**src/rtl/lamp_pkg.sv**
```systemverilog
`default_nettype none
// ============================================================================
//  Module   : lamp_pkg
//  Purpose  : Lamp codes and monitor state encoding shared by the cyclic lamp
//             controller and lamp_monitor, plus small decode helpers.
//  Contents : RED / GREEN / YELLOW one-hot codes, lamp_state_t (IDLE/TRACK),
//             is_lamp_code(), next_colour().
//  Revision : 1.0 - initial release
// ============================================================================
package lamp_pkg;

   // One-hot lamp codes, written MSB first as they appear on the light bus.
   localparam logic [2:0] RED    = 3'b100;
   localparam logic [2:0] GREEN  = 3'b010;
   localparam logic [2:0] YELLOW = 3'b001;

   typedef enum logic [0:0] {
      IDLE  = 1'b0,
      TRACK = 1'b1
   } lamp_state_t;

   // True when the code is exactly one of the three lamp colours.
   function automatic logic is_lamp_code(input logic [2:0] code);
      return (code == RED) || (code == GREEN) || (code == YELLOW);
   endfunction

   // Colour the controller is allowed to step to from a legal colour.
   function automatic logic [2:0] next_colour(input logic [2:0] code);
      case (code)
         RED:     return GREEN;
         GREEN:   return YELLOW;
         default: return RED;
      endcase
   endfunction

endpackage
`default_nettype wire

```
**src/rtl/sat_counter.sv**
```systemverilog
`default_nettype none
// ============================================================================
//  Module   : sat_counter
//  Purpose  : Up-counter that sticks at its all-ones value.
//  Ports    : clock  - rising-edge clock
//             reset  - synchronous active-high clear
//             inc    - count by one this cycle
//             count  - registered count, saturating at 2**WIDTH-1
//  Revision : 1.0 - initial release
// ============================================================================
module sat_counter #(
   parameter int WIDTH = 8
) (
   input  logic             clock,
   input  logic             reset,
   input  logic             inc,
   output logic [WIDTH-1:0] count
);

   localparam logic [WIDTH-1:0] COUNT_MAX = {WIDTH{1'b1}};
   localparam logic [WIDTH-1:0] COUNT_ONE = {{(WIDTH-1){1'b0}}, 1'b1};

   always_ff @(posedge clock) begin
      if (reset) begin
         count <= '0;
      end else if (inc && (count != COUNT_MAX)) begin
         count <= count + COUNT_ONE;
      end
   end

endmodule
`default_nettype wire

```
**src/rtl/lamp_monitor.sv**
```systemverilog
`default_nettype none
// ============================================================================
//  Module   : lamp_monitor
//  Purpose  : Watches the lamp code from a cyclic traffic-lamp controller and
//             flags illegal codes, out-of-order colour changes and colours
//             held longer than MAX_DWELL samples. Counts completed cycles and
//             error cycles; keeps a sticky fault flag.
//  Ports    : clock       - rising-edge clock
//             reset       - synchronous active-high reset
//             light[0:2]  - lamp code (RED=100, GREEN=010, YELLOW=001)
//             clear_err   - clears the sticky fault flag
//             in_sync     - high while tracking a legal sequence
//             err_onehot  - pulse: sample is not a lamp code
//             err_order   - pulse: illegal colour transition
//             err_stuck   - pulse: colour held beyond MAX_DWELL samples
//             fault       - sticky OR of the error pulses
//             cycle_count - completed R-G-Y cycles, wraps at 256
//             err_count   - cycles with any error, saturates at 255
//  Revision : 1.0 - initial release
// ============================================================================
module lamp_monitor
   import lamp_pkg::*;
#(
   parameter int MAX_DWELL = 4
) (
   input  logic       clock,
   input  logic       reset,
   input  logic [0:2] light,
   input  logic       clear_err,
   output logic       in_sync,
   output logic       err_onehot,
   output logic       err_order,
   output logic       err_stuck,
   output logic       fault,
   output logic [7:0] cycle_count,
   output logic [7:0] err_count
);

   // Smallest width that can hold MAX_DWELL itself.
   localparam int                 DWELL_W   = $clog2(MAX_DWELL + 1);
   localparam logic [DWELL_W-1:0] DWELL_MAX = DWELL_W'(MAX_DWELL);
   localparam logic [DWELL_W-1:0] DWELL_ONE = DWELL_W'(1);

   lamp_state_t        r_state;
   logic [2:0]         r_prev;
   logic [DWELL_W-1:0] r_dwell;

   logic w_legal;
   logic w_same;
   logic w_succ;
   logic w_err_onehot;
   logic w_err_order;
   logic w_err_stuck;
   logic w_any_err;

   // Classify the current sample against the tracked colour.
   always_comb begin
      w_legal      = is_lamp_code(light);
      w_same       = (light == r_prev);
      w_succ       = (light == next_colour(r_prev));
      w_err_onehot = !w_legal;
      w_err_order  = (r_state == TRACK) && w_legal && !w_same && !w_succ;
      w_err_stuck  = (r_state == TRACK) && w_legal && w_same && (r_dwell == DWELL_MAX);
      w_any_err    = w_err_onehot || w_err_order || w_err_stuck;
   end

   always_ff @(posedge clock) begin
      if (reset) begin
         r_state     <= IDLE;
         r_prev      <= '0;
         r_dwell     <= '0;
         in_sync     <= 1'b0;
         err_onehot  <= 1'b0;
         err_order   <= 1'b0;
         err_stuck   <= 1'b0;
         fault       <= 1'b0;
         cycle_count <= '0;
      end else begin
         err_onehot <= w_err_onehot;
         err_order  <= w_err_order;
         err_stuck  <= w_err_stuck;
         // A new error wins over a simultaneous clear.
         fault      <= (fault && !clear_err) || w_any_err;

         case (r_state)
            IDLE: begin
               // First legal sample is accepted without an order check.
               if (w_legal) begin
                  r_prev  <= light;
                  r_dwell <= DWELL_ONE;
                  r_state <= TRACK;
                  in_sync <= 1'b1;
               end
            end

            TRACK: begin
               if (!w_legal) begin
                  r_dwell <= '0;
                  r_state <= IDLE;
                  in_sync <= 1'b0;
               end else if (w_same) begin
                  // On a dwell violation restart the run at one sample.
                  r_dwell <= w_err_stuck ? DWELL_ONE : r_dwell + DWELL_ONE;
               end else begin
                  // Legal step or order error: resynchronise on the new colour.
                  r_prev  <= light;
                  r_dwell <= DWELL_ONE;
                  if (w_succ && (r_prev == YELLOW)) begin
                     cycle_count <= cycle_count + 8'd1;
                  end
               end
            end

            default: begin
               r_state <= IDLE;
               in_sync <= 1'b0;
            end
         endcase
      end
   end

   sat_counter #(
      .WIDTH (8)
   ) u_err_count (
      .clock (clock),
      .reset (reset),
      .inc   (w_any_err),
      .count (err_count)
   );

endmodule
`default_nettype wire
```
**config.mk**
```make
export PLATFORM = sky130hd
export DESIGN_NAME = lamp_monitor
export DESIGN_NICKNAME = d
export VERILOG_FILES = /design/src/rtl/lamp_pkg.sv /design/src/rtl/sat_counter.sv /design/src/rtl/lamp_monitor.sv
export SDC_FILE = /design/constraint.sdc
export NUM_CORES = 1
export LEC_CHECK = 0
export ABC_AREA = 1
export BUFFER_PORTS_ARGS = -buffer_cell sky130_fd_sc_hd__buf_2
export CORE_MARGIN = 3
export CORE_UTILIZATION = 30
export CTS_CLUSTER_SIZE = 25
export DETAILED_ROUTE_END_ITERATION = 7
export GPL_ROUTABILITY_DRIVEN = 0
export GPL_TIMING_DRIVEN = 1
export REMOVE_ABC_BUFFERS = 1
export SYNTH_ARGS = -nofsm -noshare
export SYNTH_HDL_FRONTEND = slang
export SYNTH_HIERARCHICAL = 1
export SYNTH_SLANG_ARGS = --single-unit
```
**constraint.sdc**
```tcl
create_clock -name clock -period 2.55 [get_ports clock]
set_input_delay 0.765 -clock clock [delete_from_list [all_inputs] [get_ports clock]]
set_output_delay 0.765 -clock clock [all_outputs]
set_load 0.05 [all_outputs]
```
==> results of run 1 <==
[cells by family (layout without fill, tap and decap cells)]
kind of cell	after synthesis	count (layout)	synth area share [%]
simple gates	141	141	40.1
buf+inv	39	67	9.83
flops	28	28	33.4
compound gates	27	27	8.41
fa+ha+maj	7	7	5.21
xor+xnor	6	6	3.13
[synthesized netlist by cell type, drive strengths merged]
cell type / instances / area share (%)
nand4: 4 / 1.5
nand2: 68 / 17
nand3b: 2 / 1.1
o32ai: 1 / 0.52
buf: 3 / 1.8
o21ai: 8 / 2.4
xnor2: 2 / 1.0
clkbuf: 1 / 0.22
nor2: 37 / 11
inv: 35 / 7.8
ha: 7 / 5.2
nand3: 30 / 10
o21a: 1 / 0.45
xor2: 4 / 2.1
dfxtp: 28 / 33
a21oi: 17 / 5.1
[tightest hold or removal path, stage by stage, from the launching register on]
cell and delay (ps):
dfxtp_1 350, inv_1 60, a21oi_1 50
[power by group]
part,internal [W],switching [W]
registers,0.000456,0.0000241
logic,0.0000616,0.000137
clock network,0.000138,0.000142
total,0.000656,0.000303
[final timing paths]
kind,start,to,slack (ps),cells after the start
setup / recovery,light[1],u_err_count/count[2]$_SDFFE_PP0P_,380,17
hold / removal,u_err_count/count[6]$_SDFFE_PP0P_,u_err_count/count[6]$_SDFFE_PP0P_,480,2
setup reg to reg,r_prev[2]$_SDFFE_PP0P_,u_err_count/count[2]$_SDFFE_PP0P_,600,12
hold reg to reg,u_err_count/count[6]$_SDFFE_PP0P_,u_err_count/count[6]$_SDFFE_PP0P_,480,2
[state kept, by name, summed over array words and instances, names as in the netlist]
register / cells
u_err_count/count: 8
r_state: 1
err_stuck: 1
err_onehot: 1
cycle_count: 8
fault: 1
r_dwell: 3
err_order: 1
r_prev: 3
in_sync: 1
[cell type report]
cell class              instances  area, um^2
flip-flops and latches         28         561
multi-input cells             181         955
inverters                      35         131
fillers                       588        3340
clock buffers                   4        55.1
repair buffers                 28         145
well taps                      70        87.6
[metrics by stage]
step	hold WS, ps	power [W]	instances	utilization, %
floorplan	478	0.000638	244	-
global placement	477	0.000689	342	35.7
detailed placement	473	0.000691	342	35.7
CTS	490	0.000975	346	36.7
global route	528	0.00102	346	36.7
finish	483	0.000959	346	36.7
[routing by layer]
layer  vias up  routed length, um  GRT usage, %
li1        840                  -             -
met1       682               1770          15.9
met2        30               1590          18.8
met3         2                193          2.33
met4         0                 30          4.05
met5         -                  0             0
==> impl_metrics.toml, run 1 <==
[die]
boundaryPins = 27
initial_utilization_pct = 31.9
fp.dieArea_um2 = 6540
die_h_um = 80.8
core_area_um2 = 5270
dieWidth_um = 80.8
row_count = 26

[worst_setup_path]
critical_path_arrival_ps = 2350
crit_required_ps = 2730
cp_common_cell = "nand2_1"
worstSetupEndpointType = "flop"
cp-start-kind = "primary input"
crit_slowest_cell = "buf_4"
max_stage_delay_ps = 210
critPathKind = "primary input to flop"
crit_fanout = 7
path_buf_inv = 5
path_cells = "buf_2 -> inv_1 -> nand2_1 -> nand3_2 -> nand2_4 -> ha_1 -> nand2_1 -> nor2_1 -> nand2_1 -> nand2_1 -> inv_2 -> nand2_1 -> buf_4 -> a21oi_1 -> nor2_1 -> o21ai_1 -> inv_1"
cp_top_family = "simple AND/OR/NAND/NOR gates"

[final_layout]
syn_to_final_growth_pct = 15.1
stdcell_area_um2 = 1930
layout_commonest_cell = "nand2_1"
nNetsFinal = 290
antennaDiodeCount = 0
layout-drive-gt1-share_pct = 19.6
layout_common_cells = "nand2_1 (62), nor2_1 (32), inv_1 (29)"

[timing]
tightestPinTransition_ps = 330
setup_tns_ps = 0
slew_headroom_pct = 78.0
setup_violations = 0
fin_crit_sh_pct = 85.0
fin_ws_ps = 382
finalHoldViolations = 0
drv_slew = 0
clock_skew_ps = 3.69
max_freq_mhz = 461
finalCriticalPeriod_ps = 2170
rsz0062_at_grt = "false"

[placed_design]
place_ws_ps = 83.1
portBuffers = 26
placed_area_um2 = 1880
place_hpwl_um = 2730

[grt]
grt_max_degree = 17
grt-ovfl-total = 0
grt_usage_pct = 11.8
antenna_found_initial = 0
grt_pass1_wl_um = 6270
grt_pass1_vias = 1411

[run]
drv_cap = 0

[synth]
syn-cell-area_um2 = 1680
synth_seq_area_share_pct = 33.4
synth_cells = 248
ys_warn_count = 6
synth.avg_cell_area_um2 = 6.78
synth_cell_types = 25
ys_ff_latch = 28

[outcome]
status = "complete, no violations"

[drt]
vias = 1554
dr.pass1.iters = 4
vias_per_cell = 4.49
drt-total-wl_um = 3580
ant_nets = 0
wl_per_cell_um = 10.3
route.detailed.drc = 0
initialDrtViolationCount = 74

[cts]
clk_pin_slew_ps = 100
clock-sinks = 28
cts_buffers = 3
post_cts_buffers = 0
hold_buffers = 0
cts_tree = "yes"
cts.path.max_buffers = 2
worstSkewPairLatency_ps = 270
cts_root_buffer = "clkbuf_8"
cts_resized = 0
htreeDepth = 1

[hold_path]
hold_path.class = "flop to flop"

[power_and_ir_drop]
vdd_drop_max_mv = 0.249
leakage_nw = 0.956
powerDensity_nw_per_um2 = 496
(Power assumes the default switching activity.)
==> inputs of run 2 (changes only) <==
SYNTH_HIERARCHICAL = unset   (was 1)
==> run 2 against run 1 <==
Effect of this change: sequential power is 0.8% lower; clock-buffer cell count decreased by 1; power rose by 3.2%.
==> impl_metrics.toml, run 2 <==
[grt]
grt-ovfl-total = 0
grt_max_degree = 20
antenna_found_initial = 0
grt_pass1_wl_um = 5620
grt_pass1_vias = 1258
grt_usage_pct = 11.2

[synth]
yosysMostFrequentCell = "nand2_1"
syn-cell-area_um2 = 1530
ys_top_cells_by_area = "dfxtp_1 (37%), nand2_1 (11%), nand3_1 (6.5%), a21oi_1 (5.9%), ha_1 (5.7%)"
synth_cells = 211
synth_seq_area_share_pct = 36.5
ys_warn_count = 0
synth.avg_cell_area_um2 = 7.27
synth_edf_count = 0
synthTopCellsByCount = "nand2_1 (46), dfxtp_1 (28), inv_1 (22), nand3_1 (20), a21oi_1 (18)"
synthFlopType = "dfxtp_1"
synth_cell_types = 28
synthArstFlopShare_pct = 0
synth_top_cell_area_share_pct = 36.5
yosys.area.top_type = "dfxtp_1"
ys_ff_latch = 28

[worst_setup_path]
path_cells = "buf_2 -> inv_1 -> nand2_1 -> nand3_1 -> nand2_2 -> ha_1 -> inv_1 -> nor2_1 -> nand4_1 -> nand2_1 -> inv_2 -> nand2_2 -> nand2_2 -> nand2_1 -> a21oi_1"
crit_required_ps = 2700
path_buf_inv = 4
cp-start-kind = "primary input"
worstSetupEndpointType = "flop"
critPathKind = "primary input to flop"
max_stage_delay_ps = 180
cp_top_family = "simple AND/OR/NAND/NOR gates"
crit_slowest_cell = "ha_1"
crit_fanout = 11
critical_path_arrival_ps = 2300

[drt]
vias = 1381
drt-total-wl_um = 3220
wl_per_cell_um = 10.6
route.detailed.drc = 0
vias_per_cell = 4.54
ant_nets = 0
initialDrtViolationCount = 45
dr.pass1.iters = 4

[outcome]
status = "complete, no violations"

[power_and_ir_drop]
vdd_drop_max_mv = 0.244
powerDensity_nw_per_um2 = 553
leakage_nw = 0.831

[timing]
fin_crit_sh_pct = 84.5
finalCriticalPeriod_ps = 2150
max_freq_mhz = 464
drv_slew = 0
setup_violations = 0
slew_headroom_pct = 75.1
tightestPinTransition_ps = 374
finalHoldViolations = 0
setup_tns_ps = 0
rsz0062_at_grt = "false"
clock_skew_ps = 6.49

[cts]
cts_tree = "yes"
cts.path.max_buffers = 2
hold_buffers = 0
cts_resized = 0
htreeDepth = 1
post_cts_buffers = 0
worstSkewPairLatency_ps = 270
cts_buffers = 3
clk_pin_slew_ps = 90
cts_root_buffer = "clkbuf_8"
clock-sinks = 28

[final_layout]
layout-drive-gt1-share_pct = 21.1
fin_util_pct = 37.1
antennaDiodeCount = 0
syn_to_final_growth_pct = 16.6
top_regs = "cycle_count: 8 flops, u_err_count.count: 8 flops"
seq_area_um2 = 561
layout_common_cells = "nand2_1 (46), dfxtp_1 (28), buf_2 (26)"
layout_commonest_cell = "nand2_1"
nNetsFinal = 251
fillers = 548
multi_input_area_um2 = 830

[die]
fp.dieArea_um2 = 6010
row_count = 25
initial_utilization_pct = 31.8
die_h_um = 77.5
boundaryPins = 27
dieWidth_um = 77.5
core_area_um2 = 4820

[placed_design]
place_hpwl_um = 2480
portBuffers = 26

[hold_path]
hold_path.class = "flop to flop"

[run]
drv_cap = 0
run 2: changes by cell type in the layout (fill, tap and decap cells not counted), moves of 2 or more:
| cell | previous run | this run |
|---|---|---|
| nor2_1 | 32 | 15 |
| nand2_1 | 62 | 46 |
| inv_1 | 29 | 22 |
| nand3_1 | 26 | 20 |
| nand4_1 | 4 | 8 |
| xnor2_1 | 2 | 6 |
| buf_4 | 2 | 0 |
| nand3_2 | 4 | 2 |
| nor2_2 | 3 | 1 |
| nor2_8 | 2 | 0 |
| nor3_1 | 0 | 2 |
run 2: metrics by stage:
stage / cells / hold WS [ps] / power [W] / setup WS [ps] / cell area (um^2)
after floorplan: 207 / 464 / 0.000608 / 480 / 1500
after global placement: 300 / 482 / 0.000652 / 157 / 1720
after detailed placement: 300 / 490 / 0.000653 / 87.5 / 1720
after CTS: 304 / 504 / 0.000999 / 388 / 1790
after global routing: 304 / 538 / 0.00105 / 248 / 1790
final: 304 / 495 / 0.000989 / 395 / 1790
run 2: cell families (layout without fill, tap and decap cells):
logic type	count (synthesis)	in the layout	share of synthesized area (%)
flip-flops	28	28	36.5
AND/OR/NAND/NOR	101	101	30.6
buffers and inverters	33	59	9.38
AO/OA/AOI/OAI	31	31	11.0
adder cells (fa/ha/maj)	7	7	5.71
XOR/XNOR	11	11	6.77
run 2: per-layer routing:
layer	share of wire [%]	global-route usage, %	up-vias
li1	-	-	740
met3	4.2	2.44	2
met5	0	0	-
met4	0.47	3.20	0
met2	44	18.2	24
met1	51	15.0	615
run 2: tightest hold or removal path, stage by stage, from the launching register on:
cell     delay [ps]
dfxtp_1         350
inv_1            60
a21oi_1          50
run 2: final timing paths:
| check | start | to | slack (ps) | cells past startpoint |
|---|---|---|---|---|
| worst max-delay path | light[1] | u_err_count.count[2]$_SDFFE_PP0P_ | 400 | 15 |
| worst min register to register | cycle_count[3]$_SDFFE_PP0P_ | cycle_count[3]$_SDFFE_PP0P_ | 500 | 2 |
| worst min-delay path | cycle_count[3]$_SDFFE_PP0P_ | cycle_count[3]$_SDFFE_PP0P_ | 500 | 2 |
| worst max register to register | r_state$_SDFF_PP0_ | u_err_count.count[2]$_SDFFE_PP0P_ | 880 | 10 |
run 2: area by class of cell:
cell class | count | area share, %
multi-input cells | 150 | 46.4
repair buffers | 26 | 7.27
clock buffers | 3 | 2.31
inverters | 29 | 6.36
well taps | 67 | 4.69
flip-flops and latches | 28 | 31.3
clock inverters | 1 | 1.68
run 2: report_power, final:
part / total (W) / switching [W] / internal (W)
clock network: 0.000348 / 0.000138 / 0.000210
logic: 0.000165 / 0.000117 / 0.0000479
registers: 0.000476 / 0.0000212 / 0.000455
total: 0.000989 / 0.000276 / 0.000713
==> inputs of run 3 (changes only) <==
clock period = 2 ns   (was 2.55 ns; I/O delays follow)
==> run 3 against run 2 <==
Effect of this change: utilization grew 2.1 points; clock-buffer cell count increased by 1; cell count rose by 4.9%; via count grew 3.2%; register-to-register slack got worse by 510 ps; critical endpoint is now u_err_count.count[0]$_SDFFE_PP0P_; largest power group unchanged.
==> impl_metrics.toml, run 3 (synthesized netlist as in run 2, its figures left out) <==
[outcome]
status = "complete, no violations"

[placed_design]
dp.cells = 315
portBuffers = 26
place_hpwl_um = 2470

[worst_setup_path]
worstSetupEndpointType = "flop"
critPathKind = "primary input to flop"
max_stage_delay_ps = 160
cp_top_family = "simple AND/OR/NAND/NOR gates"
cp-start-kind = "primary input"
crit_slowest_cell = "ha_1"
path_cells = "buf_2 -> inv_1 -> nand3_1 -> nand2_2 -> ha_1 -> inv_1 -> nor2_1 -> nand4_1 -> nand2_1 -> inv_2 -> nand2_4 -> nand2_2 -> nand2_1 -> a21oi_1"
crit_required_ps = 2160
critical_path_arrival_ps = 1960
path_buf_inv = 4
crit_fanout = 10

[die]
initial_utilization_pct = 31.8
core_area_um2 = 4820
boundaryPins = 27
fp.dieArea_um2 = 6010
dieWidth_um = 77.5
row_count = 25
die_h_um = 77.5

[final_layout]
layout_commonest_cell = "nand2_1"
nNetsFinal = 266
final_cell_count_no_fill = 319
antennaDiodeCount = 0
layout-drive-gt1-share_pct = 25.8
top_regs = "cycle_count: 8 flops, u_err_count.count: 8 flops"
fillers = 530
layout_common_cells = "nand2_1 (46), dfxtp_1 (28), buf_2 (26)"
syn_to_final_growth_pct = 23.2

[drt]
wl_per_cell_um = 9.92
vias_per_cell = 4.47
initialDrtViolationCount = 62
vias = 1425
route.detailed.drc = 0
drt-total-wl_um = 3160
dr.pass1.iters = 4
ant_nets = 0

[cts]
htreeDepth = 1
post_cts_buffers = 0
clock-sinks = 28
cts.path.max_buffers = 2
cts_buffers = 3
cts_root_buffer = "clkbuf_8"
cts_tree = "yes"
cts_resized = 0
worstSkewPairLatency_ps = 270
hold_buffers = 0
clk_pin_slew_ps = 90

[timing]
drv_slew = 0
clock_skew_ps = 3.91
tightestPinTransition_ps = 353
finalHoldViolations = 0
fin_crit_sh_pct = 90.1
setup_violations = 0
slew_headroom_pct = 76.4
setup_tns_ps = 0
finalCriticalPeriod_ps = 1800
rsz0062_at_grt = "false"
max_freq_mhz = 555

[power_and_ir_drop]
power_w = 0.00119
powerDensity_nw_per_um2 = 629
vdd_drop_max_mv = 0.261
leakage_nw = 0.897

[grt]
grt_max_degree = 16
grt_pass1_wl_um = 5730
grt-ovfl-total = 0
antenna_found_initial = 0
grt_usage_pct = 11.2
grt_pass1_vias = 1290

[run]
drv_cap = 0

[hold_path]
hold_path.class = "flop to flop"
run 3: report_power, final:
group / switching, W / total [W] / internal (W)
clock network: 0.000167 / 0.000343 / 0.000176
logic: 0.000154 / 0.000239 / 0.0000849
registers: 0.0000274 / 0.000607 / 0.000580
run 3: layout make-up:
class	count	area, um^2	area share (%)
Timing Repair Buffer	41	243	12.8
Multi-Input combinational cell	150	835	44.1
Inverter	29	114	6.02
Tap cell	67	83.8	4.43
Sequential cell	28	561	29.6
Clock buffer	4	55.1	2.91
run 3: final timing paths:
check,startpoint,slack (ps),cells past startpoint,endpoint
worst max-delay path,light[1],200,14,u_err_count.count[0]$_SDFFE_PP0P_
worst min-delay path,cycle_count[3]$_SDFFE_PP0P_,490,2,cycle_count[3]$_SDFFE_PP0P_
worst max register to register,r_prev[1]$_SDFFE_PP0P_,370,8,u_err_count.count[6]$_SDFFE_PP0P_
worst min register to register,cycle_count[3]$_SDFFE_PP0P_,490,2,cycle_count[3]$_SDFFE_PP0P_
run 3: metrics by stage:
step	hold WS (ps)	util (%)	area (um^2)	setup WS (ps)
global placement	479	38.0	1830	-77.3
floorplan	464	-	1500	94.5
finish	486	39.2	1890	199
global route	536	39.2	1890	22.5
CTS	489	39.1	1890	133
detailed placement	475	38.0	1830	-155
run 3: worst register-to-register path, delay by kind of cell (launching register included):
kind / cells / cell delay, ps
AND/OR/NAND/NOR: 5 / 500
AO/OA/AOI/OAI: 2 / 330
buffers and inverters: 1 / 160
flip-flops: 1 / 540
run 3: layer usage:
metal	track usage [%]	up-vias	part of all wire [%]
li1	-	770	-
met1	15.6	623	51
met2	17.9	30	42
met3	2.55	2	6.0
met4	2.14	0	0.47
met5	0	-	0
